## src/rtl/uart_tx_fifo.sv

```systemverilog
// Buffered UART transmitter: FIFO-fed serializer with optional parity, 1/2 stop bits
// and a bit period latched from cfg_div at the start of each frame.
//   state    | meaning
//   S_IDLE   | line high, pops as soon as the FIFO holds a word
//   S_START  | start bit (0)
//   S_DATA   | payload bits, LSB first
//   S_PARITY | parity bit (only reachable when PARITY != 0)
//   S_STOP   | stop bit(s); last one pops the next word without an idle gap
module uart_tx_fifo #(
  parameter int PAYLOAD_BITS = 8,
  parameter int FIFO_DEPTH   = 8,
  parameter int PARITY       = 0,
  parameter int STOP_BITS    = 1,
  parameter int DIV_W        = 16
) (
  input  logic                         clk,
  input  logic                         resetn,
  input  logic [DIV_W-1:0]             cfg_div,
  input  logic                         tx_valid,
  input  logic [PAYLOAD_BITS-1:0]      tx_data,
  output logic                         tx_ready,
  output logic [$clog2(FIFO_DEPTH):0]  fifo_level,
  output logic                         tx_busy,
  output logic                         uart_txd
);

  localparam int        AW        = $clog2(FIFO_DEPTH);
  localparam logic [AW:0] FULL_LVL = (AW+1)'(FIFO_DEPTH);
  localparam logic [3:0] LAST_DATA = 4'(PAYLOAD_BITS - 1);
  localparam logic [3:0] LAST_STOP = 4'(STOP_BITS - 1);

  typedef enum logic [2:0] {S_IDLE, S_START, S_DATA, S_PARITY, S_STOP} state_t;

  state_t                  state, state_nxt;
  logic [PAYLOAD_BITS-1:0] mem [FIFO_DEPTH];
  logic [AW-1:0]           wr_ptr, rd_ptr;
  logic [PAYLOAD_BITS-1:0] rd_word;
  logic                    push, pop, fifo_empty;
  logic [PAYLOAD_BITS-1:0] shift_q;
  logic                    par_q, par_nxt;
  logic [DIV_W-1:0]        div_q, div_eff, bit_cnt;
  logic [3:0]              bit_idx;
  logic                    bit_done, txd_nxt;

  assign fifo_empty = (fifo_level == '0);
  assign tx_ready   = (fifo_level != FULL_LVL);
  assign tx_busy    = (state != S_IDLE) || !fifo_empty;
  assign push       = tx_valid && tx_ready;
  assign rd_word    = mem[rd_ptr];
  assign div_eff    = (cfg_div == '0) ? DIV_W'(1) : cfg_div;
  assign bit_done   = (bit_cnt == '0);
  assign par_nxt    = (PARITY == 1) ? ~(^rd_word) : (^rd_word);

  always_ff @(posedge clk) begin
    if (push) mem[wr_ptr] <= tx_data;
  end

  always_ff @(posedge clk) begin
    if (!resetn) begin
      wr_ptr     <= '0;
      rd_ptr     <= '0;
      fifo_level <= '0;
    end else begin
      if (push) wr_ptr <= wr_ptr + AW'(1);
      if (pop)  rd_ptr <= rd_ptr + AW'(1);
      case ({push, pop})
        2'b10:   fifo_level <= fifo_level + (AW+1)'(1);
        2'b01:   fifo_level <= fifo_level - (AW+1)'(1);
        default: fifo_level <= fifo_level;
      endcase
    end
  end

  always_ff @(posedge clk) begin
    if (!resetn) state <= S_IDLE;
    else         state <= state_nxt;
  end

  always_comb begin
    state_nxt = state;
    case (state)
      S_IDLE:   if (!fifo_empty) state_nxt = S_START;
      S_START:  if (bit_done) state_nxt = S_DATA;
      S_DATA:   if (bit_done && bit_idx == LAST_DATA)
                  state_nxt = (PARITY != 0) ? S_PARITY : S_STOP;
      S_PARITY: if (bit_done) state_nxt = S_STOP;
      S_STOP:   if (bit_done && bit_idx == LAST_STOP)
                  state_nxt = fifo_empty ? S_IDLE : S_START;
      default:  state_nxt = S_IDLE;
    endcase
  end

  always_comb begin
    pop     = 1'b0;
    txd_nxt = 1'b1;
    case (state)
      S_IDLE:   pop     = !fifo_empty;
      S_START:  txd_nxt = 1'b0;
      S_DATA:   txd_nxt = shift_q[0];
      S_PARITY: txd_nxt = par_q;
      S_STOP:   pop     = bit_done && (bit_idx == LAST_STOP) && !fifo_empty;
      default:  txd_nxt = 1'b1;
    endcase
  end

  // Bit timer restarts at every boundary; bit_idx counts bits within DATA or STOP.
  always_ff @(posedge clk) begin
    if (!resetn) begin
      shift_q <= '0;
      par_q   <= 1'b0;
      div_q   <= DIV_W'(1);
      bit_cnt <= '0;
      bit_idx <= '0;
    end else if (pop) begin
      shift_q <= rd_word;
      par_q   <= par_nxt;
      div_q   <= div_eff;
      bit_cnt <= div_eff - DIV_W'(1);
      bit_idx <= '0;
    end else if (state != S_IDLE) begin
      if (bit_done) begin
        bit_cnt <= div_q - DIV_W'(1);
        bit_idx <= (state_nxt == state) ? bit_idx + 4'd1 : 4'd0;
        if (state == S_DATA) shift_q <= shift_q >> 1;
      end else begin
        bit_cnt <= bit_cnt - DIV_W'(1);
      end
    end
  end

  always_ff @(posedge clk) begin
    if (!resetn) uart_txd <= 1'b1;
    else         uart_txd <= txd_nxt;
  end

endmodule

```

## config.mk

```make
export PLATFORM = sky130hd
export DESIGN_NAME = uart_tx_fifo
export DESIGN_NICKNAME = d
export VERILOG_FILES = /design/src/rtl/uart_tx_fifo.sv
export SDC_FILE = /design/constraint.sdc
export NUM_CORES = 1
export LEC_CHECK = 0
export CAP_MARGIN = 25
export CORE_MARGIN = 3
export CORE_UTILIZATION = 55
export DETAILED_ROUTE_END_ITERATION = 12
export PLACE_DENSITY = 0.8
export REMOVE_ABC_BUFFERS = 1
export SYNTH_ARGS = -nofsm -noshare
export SYNTH_HDL_FRONTEND = slang
export SYNTH_SLANG_ARGS = --single-unit
```

## constraint.sdc

```tcl
create_clock -name clk -period 6.3 [get_ports clk]
set_clock_uncertainty 0.2 [all_clocks]
set_input_delay 0.63 -clock clk [delete_from_list [all_inputs] [get_ports clk]]
set_output_delay 0.63 -clock clk [all_outputs]
set_load 0.005 [all_outputs]
```

# Word level (Yosys, flattened, before mapping)
# Memories as Yosys holds them, arrays and structs flattened. A register that Yosys moved wholly into a read port is not among the register bits.
# Cells that the tools add are included.
# W data, S select, Z words.
[totals] ff_bits=59 latchBits=0 ram_bits=64 mem_bits_ro=0 inputBits=27 output_inout_bits=7 elab_cells=72 memories=1
[op_classes] add_sub_neg=8 multipliers=0 div_mod_pow=0 n_lt_le_gt_ge=0 eq_ne=9 shift=0 muxes=23 bitwise=1 n_reduce_logical=20
[memory_table] name="mem" words=8 width=8 rd=1 rd_ports_with_merged_regs=1 wr=1 line="35" text="logic [PAYLOAD_BITS-1:0] mem [FIFO_DEPTH];"
[op_table] op="$mux W16" count=4
[op_table] op="$sub A16 B1 Y16 const B" count=3
[op_table] op="$logic_not A16 Y1" count=2
[op_table] op="$mux W8" count=4
[op_table] op="$mux W3" count=7
[op_table] op="$pmux W3 S5" count=1
[op_table] op="$add A4 B1 Y4 const B" count=2
[op_table] op="$logic_not A4 Y1" count=2
[op_table] op="$pmux W4 S2" count=1
[op_table] op="$reduce_bool A2 Y1" count=4
[op_table] op="$reduce_xor A8 Y1" count=1
[op_table] op="$add A3 B1 Y3 const B" count=2
[op_table] op="$eq A3 B2 Y1 const B" count=2
[op_table] op="$eq A4 B3 Y1 const B" count=1
[op_table] op="$logic_and A1 B1 Y1" count=4
[op_table] op="$mux W4" count=1
[op_table] op="$ne A4 B4 Y1 const B" count=1
[op_table] op="$sub A4 B1 Y4 const B" count=1
[op_table] op="$eq A3 B1 Y1 const B" count=1
[op_table] op="$eq A3 B3 Y1" count=1
[op_table] op="$eq A3 B3 Y1 const B" count=1
[op_table] op="$logic_not A3 Y1" count=1
[op_table] op="$mux W1" count=3
[op_table] op="$pmux W1 S3" count=1
[op_table] op="10 further kinds" count=10

# Logic depth before layout (Yosys ltp)
[depth] depth_word=6 ltp_mapped=15 mapped_depth_nobuf=12

# Worst setup path after synthesis
# OpenSTA, ideal clock, no wires.
[synth_timing] kind="register to register" from="reg bit_cnt[3]" to="reg fifo_level[3]" setup_time_ns=0.070 t_arrival_ns=3.556 required_time_ns=6.030 setup_slack_ns=2.474 stages_incl_launch_ff=15 path_buffers=3 synth_period_minus_slack_ns=3.826 path_cell_list="dfxtp_1 > or4_4 > nor4_4 > a31oi_4 > clkinv_2 > buf_2 > buf_2 > buf_1 > ha_1 > ha_1 > a21o_1 > a21oi_1 > xnor2_1 > or3_1 > a21oi_1"
[synth_via] elab_chain_cells=6 word_cells_on_any_way=8 classes_between="eq/ne: 2; mux: 2; reduce/logical: 4"
[synth_rtl] element="start: declaration" line="41" text="logic [DIV_W-1:0] div_q, div_eff, bit_cnt;"
[synth_rtl] element="start signal: assignment" line="118" text="bit_cnt <= div_eff - DIV_W'(1);"
[synth_rtl] element="start signal: assignment" line="122" text="bit_cnt <= div_q - DIV_W'(1);"
[synth_rtl] element="start signal: assignment" line="126" text="bit_cnt <= bit_cnt - DIV_W'(1);"
[synth_rtl] element="$logic_not A16 Y1 *" line="51" text="assign bit_done = (bit_cnt == '0);"
[synth_rtl] element="$logic_and A1 B1 Y1 * (2 in series)" line="101" text="S_STOP: pop = bit_done && (bit_idx == LAST_STOP) && !fifo_empty;"
[synth_rtl] element="$pmux W1 S2 *" line="96" text="case (state)"
[synth_rtl] element="$eq A2 B1 Y1 / $eq A2 B2 Y1 (equally long branches)" line="66" text="case ({push, pop})"
[synth_rtl] element="$pmux W4 S2 / $reduce_bool A2 Y1 (equally long branches)"
[synth_rtl] element="end signal: assignment" line="67" text="2'b10: fifo_level <= fifo_level + (AW+1)'(1);"
[synth_rtl] element="end signal: assignment" line="68" text="2'b01: fifo_level <= fifo_level - (AW+1)'(1);"
[synth_rtl] element="end signal: assignment" line="69" text="default: fifo_level <= fifo_level;"
[synth_rtl] element="end: declaration" line="22" text="output logic [$clog2(FIFO_DEPTH):0] fifo_level,"
# Mark *: on every way between the ends. The rest lies on a longest branch, timed or not.
# A chain may end at the register's enable or synchronous reset.

# Worst setup path in the final report
[layout_timing] from="reg state[2]" to="out tx_busy"
[layout_via] elab_chain_cells=2
[layout_rtl] element="start: declaration" line="34" text="state_t state, state_nxt;"
[layout_rtl] element="start signal: assignment" line="76" text="else state <= state_nxt;"
[layout_rtl] element="$reduce_bool A3 Y1" line="47" text="assign tx_busy = (state != S_IDLE) || !fifo_empty;"
[layout_rtl] element="$logic_or A1 B1 Y1" line="47"
[layout_rtl] element="end: declaration" line="23" text="output logic tx_busy,"
# No other way between the ends.

==> flow_summary.rst <==
.. list-table::
   :header-rows: 1

   * - Metric
     - Value
   * - Starting utilization of the core area
     - 0.579
   * - Most used cells in the layout excluding fill and tap cells
     - 64 x sky130_fd_sc_hd__edfxtp_1, 62 x sky130_fd_sc_hd__nor2_1, 62 x sky130_fd_sc_hd__dfxtp_1
   * - Number of optimization iterations in the first detailed-route pass
     - 5
   * - Req. time, crit path
     - 5.47 ns
   * - Dpl cell area
     - 6260 um2
   * - Internal Dissipation
     - 0.00231 W
   * - Hold path startpoint
     - div_q[15]$_SDFFE_PN0N_
   * - Max stage delay cell, worst path
     - sky130_fd_sc_hd__clkinv_1
   * - Pin count of the biggest net entering global routing
     - 51
   * - Worst-case register-to-register setup slack
     - 2.14 ns
   * - Post-placement setup slack
     - 2.20 ns
   * - Vias per std cell
     - 5.96
   * - Delay-heaviest family, CP
     - buffers and inverters
   * - Post-CTS Hold Fix Bufs
     - 0
   * - Fraction of registers with async set/reset
     - 0
   * - Peak Freq
     - 240 MHz
   * - Reg-to-reg endpoint
     - fifo_level[3]$_SDFFE_PN0P_
   * - Hold_ws
     - 0.262 ns
   * - Signal arrival time at the worst endpoint
     - 3.34 ns
   * - Largest stage delay on the critical path
     - 0.79 ns
   * - Worst Hold Path Cells
     - 2
   * - Least-Margin Pin Slew
     - 0.786 ns
   * - Die area
     - 11800 um2
   * - Sequential share of the synthesized area
     - 0.546
   * - Total negative slack for setup checks
     - 0 ns
   * - Number of max-slew violations in the final report
     - 0
   * - Buffers inserted during post-CTS setup optimization
     - 0
   * - Worst-path fanout max
     - 27
   * - RSZ-0062 raised after global routing
     - false
   * - Primary flip-flop cell chosen by synthesis mapping
     - sky130_fd_sc_hd__edfxtp_1
   * - Clock share of power
     - 0.262
   * - Filler cell count
     - 723
   * - Type of the tightest min-delay check
     - flip-flop to flip-flop
   * - Post-route design area
     - 6850 um2
   * - Worst rel slew slack
     - 0.463
   * - Number of buffer cells added on primary ports
     - 33
   * - Via count of the first global-routing pass
     - 4387
   * - Final critical-path share of the clock period
     - 0.663
   * - Share of the core filled with cells in the final layout
     - 0.685
   * - I/O pins
     - 34
   * - Startpoint of the worst-slack reg-to-reg timing path
     - fifo_level[0]$_SDFFE_PN0P_
   * - Number of library cell types mapped by synthesis
     - 56
   * - Routed Antenna Nets
     - 0
   * - Detailed-route via count
     - 4356
   * - Setup slack of the critical path after layout
     - 2.13 ns
   * - Total number of yosys warnings
     - 0
   * - Total wire length after detailed routing
     - 12400 um
   * - Area of all sequential standard cells
     - 3160 um2
   * - Lkg Pwr
     - 2.43 nW
   * - Count of flip-flops with a built-in enable after synthesis
     - 64
   * - Global-route congestion overflow total
     - 0
   * - IR Drop Worst-Case VDD
     - 0.339 mV
   * - Growth of design area from synthesis to finish
     - 18.2%
   * - Sort of element at the start of the critical path
     - flip-flop
   * - Total global routing track utilization
     - 0.229
   * - Total of endpoints with negative setup slack in the final report
     - 0
   * - CTS Sinks
     - 126
   * - Hold Path End
     - div_q[15]$_SDFFE_PN0N_
   * - Power Density
     - 543 nW/um2
   * - Synthesis-stage register bit count
     - 126
   * - Core area
     - 10000 um2
   * - Leading cell type in the layout, fill and taps excluded
     - sky130_fd_sc_hd__edfxtp_1
   * - Length in cells of the worst reg-to-reg path
     - 12
   * - Number of buffers inserted during clock tree synthesis
     - 17
   * - Net switching power figure
     - 0.00141 W
   * - Global placement routability congestion
     - 0.890
   * - First-pass GRT wire length
     - 20900 um
   * - Area of the multi-input gates
     - 2470 um2
   * - Layout cells sized above 1
     - 0.0936
   * - Time the final worst path needs with I/O delays and setup
     - 4.17 ns
   * - Max-cap violation count
     - 0
   * - FP Rows
     - 36
   * - Sort of element at the end of the critical path
     - primary output
   * - Switching Share
     - 0.379
   * - Total half-perimeter wirelength after legalization and detailed placement
     - 8260 um
   * - Relative contribution of combinational cells to total power
     - 0.428
   * - Crit path depth
     - 4
   * - Max Root-Sink Buffers
     - 2
   * - Clock-pin slew of the registers on the worst-case setup and hold paths
     - 0.06 ns
   * - Number of nets at the end of the flow
     - 622
   * - Worst path bufs/invs
     - 2
   * - TritonCTS clock tree
     - yes
   * - Post-cts sizing count
     - 0
   * - Final routed wire length divided by cell count
     - 17.0 um
   * - Root buffer selected by CTS
     - sky130_fd_sc_hd__clkbuf_8
   * - Die height
     - 109 um
   * - Worst Setup Path Type
     - flip-flop to primary output
   * - Iteration-0 DRC count of the detailed router
     - 286
   * - H-tree depth
     - 4
   * - DRC
     - 0
   * - Status
     - finished clean
   * - Antenna diodes
     - 0
   * - Critical-path cell list
     - or3_1, nor2_1, clkinv_1, clkdlybuf4s50_1
   * - Die width
     - 109 um
   * - Clock latency at the later pin of the worst-skew pair
     - 0.52 ns
   * - Number of antenna violations at the first check in global routing
     - 0
   * - Proportion of power drawn by flip-flops and latches
     - 0.310
   * - Average cell area after synthesis
     - 10.6 um2
   * - Final hold violation count
     - 0
   * - Mapped Area
     - 5790 um2
   * - Syn Inst Count
     - 548
kinds of logic after synthesis:
family / Yosys count / synth area share
and+or+nand+nor: 182 / 0.147
adders and majority gates: 9 / 0.0207
xor gates and xnor gates: 21 / 0.0318
DFF: 126 / 0.546
buffers and inverters: 39 / 0.0274
AOI/OAI and AO/OA: 136 / 0.146
muxes: 35 / 0.0808
worst reg2reg max path, delay by kind of cell, from the launching register on:
kind	cells	cell delay, ns
fa+ha+maj	2	0.72
simple gates	3	0.89
buf+inv	2	1.12
compound gates	4	0.70
flops	1	0.36
xor+xnor	1	0.09
power groups by stage:
stage	clock (W)	combinational, W	sequential, W
floorplan	0	0.00119	0.00115
detailed placement	0	0.00157	0.00117
CTS	0.000991	0.00159	0.00115
global placement	0	0.00152	0.00116
global route	0.00103	0.00177	0.00117
finish	0.000977	0.00159	0.00115
how the worst max path moves through the flow:
stage / startpoint / end / slack, ns
after global placement: fifo_level[0]$_SDFFE_PN0P_ / fifo_level[3]$_SDFFE_PN0P_ / 2.30
after global routing: fifo_level[0]$_SDFFE_PN0P_ / fifo_level[3]$_SDFFE_PN0P_ / 1.80
after floorplan: bit_cnt[3]$_SDFFE_PN0P_ / fifo_level[3]$_SDFFE_PN0P_ / 1.94
after detailed placement: fifo_level[0]$_SDFFE_PN0P_ / fifo_level[3]$_SDFFE_PN0P_ / 2.20
final: state[2]$_SDFF_PN0_ / tx_busy / 2.13
after CTS: state[2]$_SDFF_PN0_ / tx_busy / 2.15
metal layers:
layer / routed length, um / track usage
met1: 4980 / 0.276
met2: 6330 / 0.390
met3: 777 / 0.0551
met4: 326 / 0.102
met5: 0 / 0
cell type report:
type | count | share of cell area
clock inverter | 13 | 0.0252
tap | 133 | 0.0243
multi-input combinational | 383 | 0.361
inverter | 15 | 0.00840
sequential | 126 | 0.462
timing repair buffer | 43 | 0.0585
clock buffer | 18 | 0.0610
synth_stat cells, drive strengths merged, types with 5 or more instances:
master	instances	area (um2)
a21o	5	37.5
nand2	54	203
or4	6	52.6
buf	9	45.0
a211oi	12	90.1
nand3	9	45.0
inv	13	48.8
mux2i	26	277
nor4	6	52.6
dfxtp	62	1240
nor2	62	233
a31oi	6	52.6
o21a	5	37.5
mux4	8	180
and3	5	31.3
nor3	16	80.1
a22oi	10	75.1
o21ai	24	120
xor2	7	61.3
edfxtp	64	1920
ha	8	100
xnor2	14	123
clkbuf	15	56.3
a21oi	57	285
or3	8	50.1
flip-flops by register name, summed over array words and instances (netlist names), named ones only:
name / flops
mem: 64
bit_cnt: 16
div_q: 16
shift_q: 8
bit_idx: 4
fifo_level: 4
rd_ptr: 3
state: 3
wr_ptr: 3
par_q: 1
uart_txd: 1
per-stage QoR:
| step | cells | total power (W) |
|---|---|---|
| final | 731 | 0.00372 |
| after global routing | 731 | 0.00397 |
| after CTS | 731 | 0.00373 |
| after detailed placement | 700 | 0.00274 |
| after global placement | 698 | 0.00268 |
| after floorplan | 524 | 0.00234 |
(Power assumes the default switching activity.)
